$ cat src/rtl/ahb_led_pwm.sv
// ---------------------------------------------------------------------------
// ahb_led_pwm
//   AHB-Lite zero-wait slave driving NUM_LED PWM-dimmed, optionally blinking
//   LED channels. A shared prescaler advances a shared PWM counter. Each
//   channel compares the counter against its own active duty. The active
//   duty is reloaded from a bus-visible shadow register only at the PWM wrap
//   (or on SYNC_CLR), so a running period is never cut short. A slow blink
//   counter, advanced once per PWM period, gates the channels selected by
//   BLINK_MASK.
//
// Ports
//   HCLK       in   clock, all flops on its rising edge
//   HRESET     in   synchronous active-high reset
//   HSEL       in   slave select
//   HREADY     in   bus ready
//   HADDR      in   [31:0] address, word offset taken from [9:2]
//   HTRANS     in   [1:0] transfer type, NONSEQ/SEQ start an access
//   HWRITE     in   write flag
//   HSIZE      in   [2:0] transfer size, ignored (all accesses are 32-bit)
//   HWDATA     in   [31:0] write data
//   HRDATA     out  [31:0] read data, combinational in the data phase
//   HREADYOUT  out  always 1
//   LED        out  [NUM_LED-1:0] registered LED drive
// ---------------------------------------------------------------------------
module ahb_led_pwm #(
  parameter int NUM_LED    = 8,
  parameter int PWM_W      = 8,
  parameter int PRESCALE_W = 16
) (
  input  logic               HCLK,
  input  logic               HRESET,
  input  logic               HSEL,
  input  logic               HREADY,
  input  logic [31:0]        HADDR,
  input  logic [1:0]         HTRANS,
  input  logic               HWRITE,
  input  logic [2:0]         HSIZE,
  input  logic [31:0]        HWDATA,
  output logic [31:0]        HRDATA,
  output logic               HREADYOUT,
  output logic [NUM_LED-1:0] LED
);

  // Word offsets of the register map (byte offset / 4)
  localparam logic [7:0] W_CTRL       = 8'd0;
  localparam logic [7:0] W_PRESC      = 8'd1;
  localparam logic [7:0] W_CHEN       = 8'd2;
  localparam logic [7:0] W_BLINK_MASK = 8'd3;
  localparam logic [7:0] W_BLINK_PER  = 8'd4;
  localparam logic [7:0] W_STATUS     = 8'd5;
  localparam int         DUTY_BASE    = 64;   // byte offset 0x100
  localparam logic [PWM_W-1:0] PWM_MAX = {PWM_W{1'b1}};

  // Data-phase state
  logic                          dp_valid_r;
  logic                          dp_write_r;
  logic [7:0]                    dp_addr_r;

  // Configuration registers
  logic                          en_r;
  logic [PRESCALE_W-1:0]         presc_r;
  logic [NUM_LED-1:0]            chen_r;
  logic [NUM_LED-1:0]            blink_mask_r;
  logic [15:0]                   blink_per_r;
  logic [NUM_LED-1:0][PWM_W-1:0] duty_shadow_r;

  // Counters and per-channel state
  logic [PRESCALE_W-1:0]         presc_cnt_r;
  logic [PWM_W-1:0]              pwm_cnt_r;
  logic [15:0]                   blink_cnt_r;
  logic                          blink_phase_r;
  logic [NUM_LED-1:0][PWM_W-1:0] active_duty_r;
  logic [NUM_LED-1:0]            led_r;

  // Combinational helpers
  logic                          addr_phase_s;
  logic                          wr_en_s;
  logic                          sync_clr_s;
  logic                          tick_s;
  logic                          wrap_s;
  logic [NUM_LED-1:0]            duty_wr_s;
  logic [NUM_LED-1:0][PWM_W-1:0] duty_next_s;
  logic [NUM_LED-1:0]            pwm_on_s;
  logic [31:0]                   rdata_s;
  logic [31:0]                   duty_rd_s;
  logic                          unused_s;

  assign addr_phase_s = HSEL & HREADY & HTRANS[1];
  assign wr_en_s      = dp_valid_r & dp_write_r;
  assign sync_clr_s   = wr_en_s & (dp_addr_r == W_CTRL) & HWDATA[1];
  assign tick_s       = en_r & (presc_cnt_r == presc_r);
  assign wrap_s       = tick_s & (pwm_cnt_r == PWM_MAX);
  assign HREADYOUT    = 1'b1;
  assign LED          = led_r;
  assign unused_s     = ^{HSIZE, HADDR[31:10], HADDR[1:0], HTRANS[0], HWDATA};

  // Per-channel shadow write decode, next shadow value and PWM compare.
  // duty_next_s already holds a shadow value being written in this cycle, so a
  // write coinciding with a wrap lands directly in the active duty.
  always_comb begin
    duty_wr_s   = '0;
    duty_next_s = '0;
    pwm_on_s    = '0;
    for (int i = 0; i < NUM_LED; i++) begin
      duty_wr_s[i]   = wr_en_s & (dp_addr_r == 8'(DUTY_BASE + i));
      duty_next_s[i] = duty_wr_s[i] ? HWDATA[PWM_W-1:0] : duty_shadow_r[i];
      pwm_on_s[i]    = (pwm_cnt_r < active_duty_r[i]) | (active_duty_r[i] == PWM_MAX);
    end
  end

  // Read mux from the registered data-phase address
  always_comb begin
    rdata_s   = 32'd0;
    duty_rd_s = 32'd0;
    for (int i = 0; i < NUM_LED; i++) begin
      duty_rd_s = duty_rd_s |
                  ((dp_addr_r == 8'(DUTY_BASE + i)) ? 32'(duty_shadow_r[i]) : 32'd0);
    end
    case (dp_addr_r)
      W_CTRL:       rdata_s = {31'd0, en_r};
      W_PRESC:      rdata_s = 32'(presc_r);
      W_CHEN:       rdata_s = 32'(chen_r);
      W_BLINK_MASK: rdata_s = 32'(blink_mask_r);
      W_BLINK_PER:  rdata_s = {16'd0, blink_per_r};
      W_STATUS:     rdata_s = 32'(pwm_cnt_r) | {15'd0, blink_phase_r, 16'd0};
      default:      rdata_s = duty_rd_s;
    endcase
    if (dp_valid_r & ~dp_write_r & ~HRESET) begin
      HRDATA = rdata_s;
    end else begin
      HRDATA = 32'd0;
    end
  end

  // Address-phase capture; a reset drops any pending data phase
  always_ff @(posedge HCLK) begin
    if (HRESET) begin
      dp_valid_r <= 1'b0;
      dp_write_r <= 1'b0;
      dp_addr_r  <= 8'd0;
    end else begin
      dp_valid_r <= addr_phase_s;
      dp_write_r <= HWRITE;
      dp_addr_r  <= HADDR[9:2];
    end
  end

  // Configuration register writes at the end of the data phase
  always_ff @(posedge HCLK) begin
    if (HRESET) begin
      en_r          <= 1'b0;
      presc_r       <= '0;
      chen_r        <= '0;
      blink_mask_r  <= '0;
      blink_per_r   <= 16'd0;
      duty_shadow_r <= '0;
    end else begin
      duty_shadow_r <= duty_next_s;
      if (wr_en_s) begin
        case (dp_addr_r)
          W_CTRL:       en_r         <= HWDATA[0];
          W_PRESC:      presc_r      <= HWDATA[PRESCALE_W-1:0];
          W_CHEN:       chen_r       <= HWDATA[NUM_LED-1:0];
          W_BLINK_MASK: blink_mask_r <= HWDATA[NUM_LED-1:0];
          W_BLINK_PER:  blink_per_r  <= HWDATA[15:0];
          default:      en_r         <= en_r;
        endcase
      end
    end
  end

  // Prescaler and PWM counter. A count above a freshly lowered PRESC
  // returns to 0 without producing a tick.
  always_ff @(posedge HCLK) begin
    if (HRESET) begin
      presc_cnt_r <= '0;
      pwm_cnt_r   <= '0;
    end else if (!en_r || sync_clr_s) begin
      presc_cnt_r <= '0;
      pwm_cnt_r   <= '0;
    end else begin
      if (presc_cnt_r >= presc_r) begin
        presc_cnt_r <= '0;
      end else begin
        presc_cnt_r <= presc_cnt_r + PRESCALE_W'(1);
      end
      if (tick_s) begin
        pwm_cnt_r <= pwm_cnt_r + PWM_W'(1);
      end
    end
  end

  // Blink counter, advanced once per PWM period; SYNC_CLR beats a wrap
  always_ff @(posedge HCLK) begin
    if (HRESET) begin
      blink_cnt_r   <= 16'd0;
      blink_phase_r <= 1'b0;
    end else if (!en_r || sync_clr_s) begin
      blink_cnt_r   <= 16'd0;
      blink_phase_r <= 1'b0;
    end else if (wrap_s) begin
      if (blink_cnt_r == blink_per_r) begin
        blink_cnt_r   <= 16'd0;
        blink_phase_r <= ~blink_phase_r;
      end else begin
        blink_cnt_r   <= blink_cnt_r + 16'd1;
      end
    end
  end

  // Active duties reload only at a period boundary (or continuously while
  // disabled); LED output register
  always_ff @(posedge HCLK) begin
    if (HRESET) begin
      active_duty_r <= '0;
      led_r         <= '0;
    end else begin
      if (!en_r || sync_clr_s || wrap_s) begin
        active_duty_r <= duty_next_s;
      end
      led_r <= {NUM_LED{en_r}} & chen_r & pwm_on_s &
               (~blink_mask_r | {NUM_LED{blink_phase_r}});
    end
  end

endmodule

$ cat config.mk
export PLATFORM = sky130hd
export DESIGN_NAME = ahb_led_pwm
export DESIGN_NICKNAME = d
export VERILOG_FILES = /design/src/rtl/ahb_led_pwm.sv
export SDC_FILE = /design/constraint.sdc
export NUM_CORES = 1
export LEC_CHECK = 0
export ABC_CLOCK_PERIOD_IN_PS = 2170
export BUFFER_PORTS_ARGS = -buffer_cell sky130_fd_sc_hd__buf_2
export CORE_MARGIN = 4
export CORE_UTILIZATION = 50
export DETAILED_ROUTE_END_ITERATION = 12
export PLACE_DENSITY = 0.72
export SLEW_MARGIN = 20
export SYNTH_ARGS = -nofsm -noshare
export SYNTH_HDL_FRONTEND = slang
export SYNTH_SLANG_ARGS = --single-unit
export TNS_END_PERCENT = 30
$ cat constraint.sdc
create_clock -name HCLK -period 2.17 [get_ports HCLK]
set_input_delay 0.217 -clock HCLK [delete_from_list [all_inputs] [get_ports HCLK]]
set_output_delay 0.217 -clock HCLK [all_outputs]
set_load 0.1 [all_outputs]
==> metrics.txt <==
status finished with violations; violated checks negative setup slack; Worst EP required 1.95 ns; Yosys Warn Count 0; share of cells above drive strength 1 31.0%; RSZ-0062 raised after global routing true; Cell Pwr Density 582 nW/µm²; Crit. Startpoint dp_addr_r[0]; Worst Hold Margin 0.160 ns; CTS tree built; Synth Area in Adders 7.94%; cells after synthesis 1,360; Vias/cell 5.98; via count 11,300; clock tree buffer depth 3; GR Overflow Total 0; startpoint type of the worst setup path register; min-delay src HRESET; Site Rows 55; Inserted Diodes 0; Setup Viol. Count Final 133; most used cell, CP buf_6; die area 26,100 µm²; Crit-path slowest cell dfxtp_4; internal power 7.33 mW; crit path DAT 2.59 ns; DR iter-0 viols 1,125; Die Wd 162 µm; register bit total from synthesis 236; Distinct cells, synth 58; post-route clock period utilization 130%; Cells after DPL 1,776; fill count 1,521; Setup WS pre-CTS -0.236 ns; Lkg Pwr 6.33 nW; Slew @ Worst Pin 0.793 ns; vias in the first global route 11,200; Setup CP Type reg2out; Post-Layout Cell Count 1,889; Worst slew margin 47.1%; Root Driver clkbuf_16; setup ws final -0.641 ns; Avg Synthesized Cell Area 8.69 µm²; Synth Area in Compound Gates 14.1%; CTS Buf Count 26; Clk Latency, worst-skew pair 0.54 ns; area occupied by registers 4760 µm²; combinational family with the most area after synthesis simple AND/OR/NAND/NOR gates; area share of and/or/nand/nor cells after synthesis 19.4%; Tot Pwr 9.63 mW; switching part of the total 23.9%; global-route wire length before repair 61,000 µm; Seq pwr share 45.2%; Pins Over Slew Limit 0; antenna-violating nets left 0; Nets 1,706; Logic pwr share 6.4%; async set-reset flop share out of synthesis 0%; largest net degree at the start of global routing 67; DRC 0; fmax 356 MHz; Final HPWL DP 24,100 µm; fin area 16,600 µm²; worst vdd ir 0.703 mV; most common cell after layout, fill and taps aside dfxtp_1; setup TNS -32.22 ns; CTS H-Tree Depth 1; flop-to-flop setup slack -0.40 ns; Worst Clk Skew 0.0195 ns; area of the multi-input gates 7560 µm²; Net Sw Power 2.30 mW; post-DR wirelength/cell 21.7 µm; IO Pins 115; worst-path cell chain buf_6 -> buf_6 -> nor4_4 -> a222oi_1 -> a21oi_1 -> buf_4 -> a2111oi_4 -> a311oi_4 -> buf_12; drt pass-1 iters 8; Routed Wire Length 41,100 µm; GRT Total Usage 29.0%; Core Region 22,900 µm²; Worst Hold Class in2reg; largest stage delay on the critical path 0.37 ns; Final Util 72.3%; port buffer count 54; Most used DFF post-synth dfxtp_1; commonest non-fill, non-tap cells in the layout dfxtp_1, nor2_1, buf_4, nand2_1, inv_1; clock sink total 236; antenna violations before repair 0; global placer's final weighted congestion 0.928; Setup crit end kind output pin; post-placement cell area 13,700 µm²; FF-to-FF Start dp_addr_r[0]; die height 162 µm; Post-synth EDFFs 0; post-synthesis mux area share 8.09%; clock-pin slew on the worst setup and hold paths 0.06 ns; Synth Cell Area 11,800 µm²; XOR/XNOR share of the synthesized area 3.86%; Area Overhead vs Synth 40.2%; Seq/Total Area, Yosys 40.0%; Final Hold Vio Count 0; crit path max fanout 5; initial core utilization 51.5%; clock share of power 48.4%; Max-cap violations 0; min Tclk post-route 2.81 ns
## worst paths after layout
kind,to,depth (start not counted)
max,HRDATA[3],9
min,blink_phase_r,5
max reg2reg,active_duty_r[44],15
min reg2reg,active_duty_r[42],2
## metal layers
layer | up-vias | wire length, µm | track usage (%)
met2 | 525 | 19600 | 49.6
met5 | - | 0 | 0
li1 | 5151 | - | -
met4 | 0 | 2530 | 13.8
met1 | 5433 | 15800 | 35.8
met3 | 187 | 3200 | 4.87
## cell families after synthesis
family | after synthesis
compound gates | 236
xor+xnor | 52
fa+ha+maj | 75
buf+inv | 179
flops | 236
mux | 95
other cells | 2
simple gates | 485
## worst max-delay path: cells and delay by family, from the launching register on
family                 cells  cell delay (ns)
and+or+nand+nor            1             0.35
AOI/OAI and AO/OA          4             0.69
DFF                        1             0.37
buffers and inverters      4             0.64
## synth_stat cells, drive strengths merged, types with 6 or more instances
| cell | count | area [µm²] |
|---|---|---|
| dfxtp | 236 | 4720 |
| nor2 | 204 | 766 |
| nand2 | 102 | 383 |
| mux2i | 91 | 911 |
| inv | 80 | 300 |
| ha | 75 | 938 |
| a211oi | 74 | 571 |
| a21oi | 63 | 315 |
| clkbuf | 58 | 218 |
| buf | 41 | 249 |
| nor3 | 36 | 201 |
| nand4 | 30 | 188 |
| a22oi | 28 | 210 |
| xnor2 | 28 | 245 |
| a21o | 24 | 180 |
| nand3 | 24 | 120 |
| xor2 | 24 | 210 |
| nand2b | 16 | 100 |
| nor4 | 14 | 87.6 |
| or4 | 12 | 90.1 |
| nor2b | 11 | 68.8 |
| a222oi | 9 | 90.1 |
| and2 | 8 | 50.1 |
| o31ai | 8 | 60.1 |
| and3 | 7 | 43.8 |
| o311a | 6 | 60.1 |
## power groups by stage
stage | Combinational (mW) | Sequential, mW | Clock, mW
global placement | 0.459 | 4.45 | 0
global route | 0.632 | 4.35 | 4.84
floorplan | 0.335 | 4.45 | 0
detailed placement | 0.461 | 4.45 | 0
CTS | 0.553 | 4.35 | 4.64
finish | 0.620 | 4.36 | 4.66
## what timing repair did
action	4_1_cts	5_1_grt
pin swaps	83	57
cloned	14	2
resized for setup	170	114
hold buffers	19	0
buffers inserted	31	10
endpoints found under the setup margin	114	166
hold endpoints to repair	26	0
## sequential cells by signal, summed over array words and instances, names as in the netlist, 16 cells and up
name           flops
active_duty_r     64
duty_shadow_r     64
blink_cnt_r       16
blink_per_r       16
presc_cnt_r       16
presc_r           16
## cell type report
class                           count  share of cell area (%)
Multi-Input combinational cell    959                    45.6
Clock inverter                     10                   0.778
Tap cell                          313                    2.36
Inverter                           80                    1.81
Sequential cell                   236                    28.7
Clock buffer                       37                    4.61
Timing Repair Buffer              254                    16.1
No activity file was read; power rests on OpenSTA's default activity.
